File: config.mk
export PLATFORM = sky130hd
export DESIGN_NAME = somador_cla_pipe_flat
export DESIGN_NICKNAME = d
export VERILOG_FILES = /design/src/rtl/somador_cla_pipe_if.sv /design/src/rtl/somador_cla_pipe.sv /design/src/flat_wrapper.sv
export SDC_FILE = /design/constraint.sdc
export NUM_CORES = 1
export LEC_CHECK = 0
export BUFFER_PORTS_ARGS = -buffer_cell sky130_fd_sc_hd__buf_4
export CORE_MARGIN = 4
export CORE_UTILIZATION = 45
export CTS_BUF_LIST = sky130_fd_sc_hd__clkbuf_4 sky130_fd_sc_hd__clkbuf_8 sky130_fd_sc_hd__clkbuf_16
export CTS_CLUSTER_SIZE = 20
export DETAILED_ROUTE_END_ITERATION = 12
export GPL_TIMING_DRIVEN = 1
export PLACE_DENSITY = 0.77
export SLEW_MARGIN = 20
export SYNTH_ARGS = -nofsm -noshare
export SYNTH_HDL_FRONTEND = slang
export SYNTH_SLANG_ARGS = --single-unit
File: constraint.sdc
create_clock -name clk -period 3.09 [get_ports clk]
set_input_delay 0.1545 -clock clk [delete_from_list [all_inputs] [get_ports clk]]
set_output_delay 0.1545 -clock clk [all_outputs]
set_load 0.005 [all_outputs]
File: src/rtl/somador_cla_pipe_if.sv
// Operand/result bundle for the pipelined CLA adder/subtractor.
// Handshake: a beat moves across a side on a rising clock edge where valid & ready are both 1;
// valid and payload hold until that edge, and ready may depend combinationally on the far side.
interface somador_cla_pipe_if #(
    parameter int WIDTH = 16
);
    logic             in_valid;
    logic             in_ready;
    logic [WIDTH-1:0] A;
    logic [WIDTH-1:0] B;
    logic             Cin;
    logic             sub;
    logic             out_valid;
    logic             out_ready;
    logic [WIDTH-1:0] S;
    logic             Cout;
    logic             Ovf;

    modport master (
        output in_valid, A, B, Cin, sub, out_ready,
        input  in_ready, out_valid, S, Cout, Ovf
    );

    modport slave (
        input  in_valid, A, B, Cin, sub, out_ready,
        output in_ready, out_valid, S, Cout, Ovf
    );
endinterface

File: src/rtl/somador_cla_pipe.sv
// Pipelined carry-lookahead adder/subtractor: one GRUPO-bit group resolved per stage.
// Optional feature macro SOMADOR_SAT_EN: signed saturation of S at the output stage.
module somador_cla_pipe #(
    parameter int WIDTH = 16,
    parameter int GRUPO = 4
) (
    input logic              clk,
    input logic              rst,
    somador_cla_pipe_if.slave bus
);
    // WIDTH is expected to be a whole multiple of GRUPO.
    localparam int NSTG = WIDTH / GRUPO;

    logic adv;

    // Stage registers: operands (B already conditioned for sub), partial sum, carry, valid.
    logic [WIDTH-1:0] a_q [NSTG];
    logic [WIDTH-1:0] b_q [NSTG];
    logic [WIDTH-1:0] s_q [NSTG];
    logic             c_q [NSTG];
    logic             v_q [NSTG];
    logic             ovf_q;

    logic [WIDTH-1:0] a_in [NSTG];
    logic [WIDTH-1:0] b_in [NSTG];
    logic [WIDTH-1:0] s_in [NSTG];
    logic             c_in [NSTG];
    logic             v_in [NSTG];

    logic [WIDTH-1:0] s_nx [NSTG];
    logic             c_nx [NSTG];
    logic             ovf_nx;
    logic [WIDTH-1:0] s_last;

    logic g;
    logic p;
    logic cc;
    logic c_msb;

    assign adv          = ~v_q[NSTG-1] | bus.out_ready;
    assign bus.in_ready = adv;
    assign bus.out_valid = v_q[NSTG-1];
    assign bus.S        = s_q[NSTG-1];
    assign bus.Cout     = c_q[NSTG-1];
    assign bus.Ovf      = ovf_q;

    // Stage inputs: stage 0 sees the port beat, stage k sees the register of stage k-1.
    always_comb begin
        a_in[0] = bus.A;
        b_in[0] = bus.sub ? ~bus.B : bus.B;
        s_in[0] = '0;
        c_in[0] = bus.sub | bus.Cin;
        v_in[0] = bus.in_valid;
        for (int k = 1; k < NSTG; k++) begin
            a_in[k] = a_q[k-1];
            b_in[k] = b_q[k-1];
            s_in[k] = s_q[k-1];
            c_in[k] = c_q[k-1];
            v_in[k] = v_q[k-1];
        end
    end

    // Per-group generate/propagate lookahead; each stage fills in its own slice of the sum.
    always_comb begin
        g      = 1'b0;
        p      = 1'b0;
        cc     = 1'b0;
        c_msb  = 1'b0;
        ovf_nx = 1'b0;
        for (int k = 0; k < NSTG; k++) begin
            s_nx[k] = s_in[k];
            cc      = c_in[k];
            for (int i = 0; i < GRUPO; i++) begin
                g = a_in[k][k*GRUPO+i] & b_in[k][k*GRUPO+i];
                p = a_in[k][k*GRUPO+i] | b_in[k][k*GRUPO+i];
                s_nx[k][k*GRUPO+i] = a_in[k][k*GRUPO+i] ^ b_in[k][k*GRUPO+i] ^ cc;
                c_msb = cc;
                cc    = g | (p & cc);
            end
            c_nx[k] = cc;
            if (k == NSTG - 1) begin
                ovf_nx = c_msb ^ cc;
            end
        end
    end

    // Output stage value; saturation folds in here so it costs no extra cycle.
    always_comb begin
        s_last = s_nx[NSTG-1];
`ifdef SOMADOR_SAT_EN
        if (ovf_nx) begin
            s_last = s_nx[NSTG-1][WIDTH-1] ? {1'b0, {(WIDTH-1){1'b1}}}
                                           : {1'b1, {(WIDTH-1){1'b0}}};
        end
`endif
    end

    // Everything advances together; a stalled output freezes the whole pipe.
    always_ff @(posedge clk or posedge rst) begin
        if (rst) begin
            for (int k = 0; k < NSTG; k++) begin
                a_q[k] <= '0;
                b_q[k] <= '0;
                s_q[k] <= '0;
                c_q[k] <= 1'b0;
                v_q[k] <= 1'b0;
            end
            ovf_q <= 1'b0;
        end else if (adv) begin
            for (int k = 0; k < NSTG; k++) begin
                a_q[k] <= a_in[k];
                b_q[k] <= b_in[k];
                c_q[k] <= c_nx[k];
                v_q[k] <= v_in[k];
                if (k == NSTG - 1) begin
                    s_q[k] <= s_last;
                end else begin
                    s_q[k] <= s_nx[k];
                end
            end
            ovf_q <= ovf_nx;
        end
    end
endmodule

File: src/flat_wrapper.sv
// flat-port wrapper written by rule: the top's interface ports become plain ports
module somador_cla_pipe_flat 
#(
    parameter int WIDTH = 16,
    parameter int GRUPO = 4
)
  (clk, rst, bus_in_valid, bus_A, bus_B, bus_Cin, bus_sub, bus_out_ready, bus_in_ready, bus_out_valid, bus_S, bus_Cout, bus_Ovf);
  somador_cla_pipe_if #(.WIDTH(WIDTH)) bus_i ();
  input logic clk;
  input logic rst;
  input wire logic [$bits(bus_i.in_valid)-1:0] bus_in_valid;
  input wire logic [$bits(bus_i.A)-1:0] bus_A;
  input wire logic [$bits(bus_i.B)-1:0] bus_B;
  input wire logic [$bits(bus_i.Cin)-1:0] bus_Cin;
  input wire logic [$bits(bus_i.sub)-1:0] bus_sub;
  input wire logic [$bits(bus_i.out_ready)-1:0] bus_out_ready;
  output wire logic [$bits(bus_i.in_ready)-1:0] bus_in_ready;
  output wire logic [$bits(bus_i.out_valid)-1:0] bus_out_valid;
  output wire logic [$bits(bus_i.S)-1:0] bus_S;
  output wire logic [$bits(bus_i.Cout)-1:0] bus_Cout;
  output wire logic [$bits(bus_i.Ovf)-1:0] bus_Ovf;
  assign bus_i.in_valid = bus_in_valid;
  assign bus_i.A = bus_A;
  assign bus_i.B = bus_B;
  assign bus_i.Cin = bus_Cin;
  assign bus_i.sub = bus_sub;
  assign bus_i.out_ready = bus_out_ready;
  assign bus_in_ready = bus_i.in_ready;
  assign bus_out_valid = bus_i.out_valid;
  assign bus_S = bus_i.S;
  assign bus_Cout = bus_i.Cout;
  assign bus_Ovf = bus_i.Ovf;
  somador_cla_pipe #(.WIDTH(WIDTH), .GRUPO(GRUPO)) u_core (.clk(clk), .rst(rst), .bus(bus_i));
endmodule
==> results.toml <==
[status]
status = "finished, final reports clean"

[global_routing]
grt_pass1_vias = 2340
grt_pass1_wl_um = 11600
track_usage_pct = 13.2
grt_antenna_before_repair = 0
grt_overflow_total = 0
grt_start_max_net_pins = 83

[timing]
rsz0062_at_grt = "no"
timing.final.crit_share_pct = 86.7
clock_skew_ps = 12.2
relSlewSlack_pct = 53.1
fmax_mhz = 373
fin_crit_ps = 2680
worst-slew-pin-transition_ps = 703
setup_viol = 0
hold_viol = 0
drv_slew = 0
finalSetupTns_ps = 0

[finish]
fill_cells = 714
drive_gt1_share_pct = 51.2
regArea_um2 = 2430
syn_to_final_growth_pct = 18.0
multi_input_area_um2 = 1620
nNetsFinal = 375
antennaDiodeCount = 0

[routing]
drtIter0Drc = 55
vias = 2170
drc = 0
routedWlPerCell_um = 15.4
drt_first_pass_iters = 3
routed_wl_um = 6670
antenna_left = 0
vias_per_cell = 5.00

[floorplan]
pin_count = 58
die_w_um = 105
fp-row-count = 34
die_h_um = 105
initial_core_util_pct = 47.3
die_area_um2 = 10900
core_area_um2 = 8890

[clocking]
ctsResizeCount = 0
h-tree-depth = 3
cts_made_buffers = 9
cts_tree = "done"
clkSlewWorstSetupHoldPaths_ps = 90
ctsHoldBuffers = 0
clk_latency_ps = 350
clockRootBuffer = "clkbuf_8"
cts.sinks = 97
postCtsSetupRepairBufs = 0
cts_max_path_buffers = 2

[hold_path]
hp-class = "in2reg"

[critical_path]
critical_path.top_delay_family = "adder cells"
ff2ff_setup_slack_ps = 410
start_kind = "flip-flop"
crit_type = "reg2reg"
end_kind = "flip-flop"
critPathMaxStageDelay_ps = 510
path_buf_inv = 0
path_cells = "fa_1 > fa_1 > fa_1 > fa_1 > mux2_2"
cp.arrival_ps = 2920
cp_max_fo = 2
path_common_cell = "fa_1"
critPathRequiredTime_ps = 3330
slowest_stage = "fa_1"

[power]
max-vdd-ir-drop_uv = 375
p_leak_nw = 2.23
power_density_nw_per_um2 = 961
totalPowerFinal_mw = 4.76

[synthesis]
syn_area_um2 = 4200
synthDistinctLibCells = 14
ys_ff_latch = 97
syn_nets = 317
syn-instance-count = 263
yosysWarnings = 0
postSynthAreaPerCell_um2 = 16.0
yosysSeqAreaShare_pct = 57.8

[placement]
hpwlAfterDp_um = 4550
port_buffers = 57
gp_congestion = 0.699

[job]
max_cap_violations = 0
## path summary, 6_finish.rpt
check,startpoint,endpoint,cells after the start
worst max-delay path,u_core.c_in[2],u_core.s_in[23],5
min in group asynchronous,rst,u_core.bus.S[6],3
max in group asynchronous,rst,u_core.b_in[14],4
worst min-delay path,bus_A[10],u_core.a_in[42],2
worst max register to register,u_core.c_in[2],u_core.s_in[23],5
worst min register to register,u_core.v_in[0],u_core.bus.out_valid,1
## cells in the mapped netlist, drive strengths merged
| cell type | instances | area share, % |
|---|---|---|
| a21oi | 7 | 0.83 |
| buf | 14 | 2.4 |
| dfrtp | 97 | 58 |
| fa | 16 | 7.6 |
| inv | 13 | 1.2 |
| mux2 | 89 | 25 |
| nand2b | 2 | 0.48 |
| nor2 | 1 | 0.089 |
| nor3b | 7 | 1.3 |
| xnor2 | 4 | 0.83 |
| xor2 | 13 | 2.7 |
## registers in the layout, summed over array words and instances (netlist names)
name	count
u_core.c_in	3
u_core.a_in	24
u_core.bus.Ovf	1
u_core.bus.S	16
u_core.v_in	3
u_core.s_in	24
u_core.b_in	24
u_core.bus.Cout	1
u_core.bus.out_valid	1
## where the power goes
| group | internal (mW) | switching (mW) |
|---|---|---|
| logic | 1.02 | 0.589 |
| registers | 1.84 | 0.334 |
| clock network | 0.537 | 0.439 |
## cells by family (layout without fill, tap and decap cells)
family / Yosys count / in the layout / synth area share (%)
compound gates: 7 / 7 / 0.834
xor+xnor: 17 / 17 / 3.54
fa+ha+maj: 16 / 16 / 7.62
buf+inv: 27 / 90 / 3.57
flops: 97 / 97 / 57.8
mux: 89 / 89 / 24.8
simple gates: 10 / 10 / 1.82
## area by class of cell
type / instances / area share (%)
flip-flops and latches: 97 / 49.0
multi-input cells: 139 / 32.8
repair buffers: 61 / 9.54
well taps: 108 / 2.73
clock buffers: 9 / 2.50
clock inverters: 7 / 2.40
inverters: 13 / 1.09
## layer usage
metal	vias to the layer above	GRT usage, %	part of all wire, %
li1	1003	-	-
met1	1116	18.0	45
met2	40	20.8	49
met3	11	2.77	3.3
met4	0	5.15	2.1
met5	-	0	0
## per-stage QoR
| stage | cell area [um^2] | hold WS, ps | setup slack, ps | instances | util, % |
|---|---|---|---|---|---|
| 2_1_floorplan | 4200 | 303 | 402 | 263 | - |
| 3_3_place_gp | 4700 | 385 | 480 | 417 | 52.9 |
| 3_5_place_dp | 4700 | 389 | 406 | 417 | 52.9 |
| 4_1_cts | 4940 | 6.33 | 389 | 433 | 55.6 |
| 5_1_grt | 4960 | 7.85 | 311 | 434 | 55.7 |
| 6_report | 4960 | 21.4 | 412 | 434 | 55.7 |
## layout by cell type, fill, tap and decap left out, types with 2 or more instances in the layout
cell,instances
dfrtp_1,97
mux2_2,78
buf_4,59
fa_1,16
xor2_1,13
inv_1,12
mux2_4,11
clkbuf_8,9
nor3b_1,7
a21oi_1,7
xnor2_1,4
bufinv_16,3
clkinvlp_4,2
## worst reg2reg max path, delay by kind of cell, from the launching register on
kind / cells / cell delay, ps
adder cells (fa/ha/maj): 4 / 1900
flip-flops: 1 / 410
multiplexers: 1 / 280
Note: power is estimated with default switching activity, not from simulation.
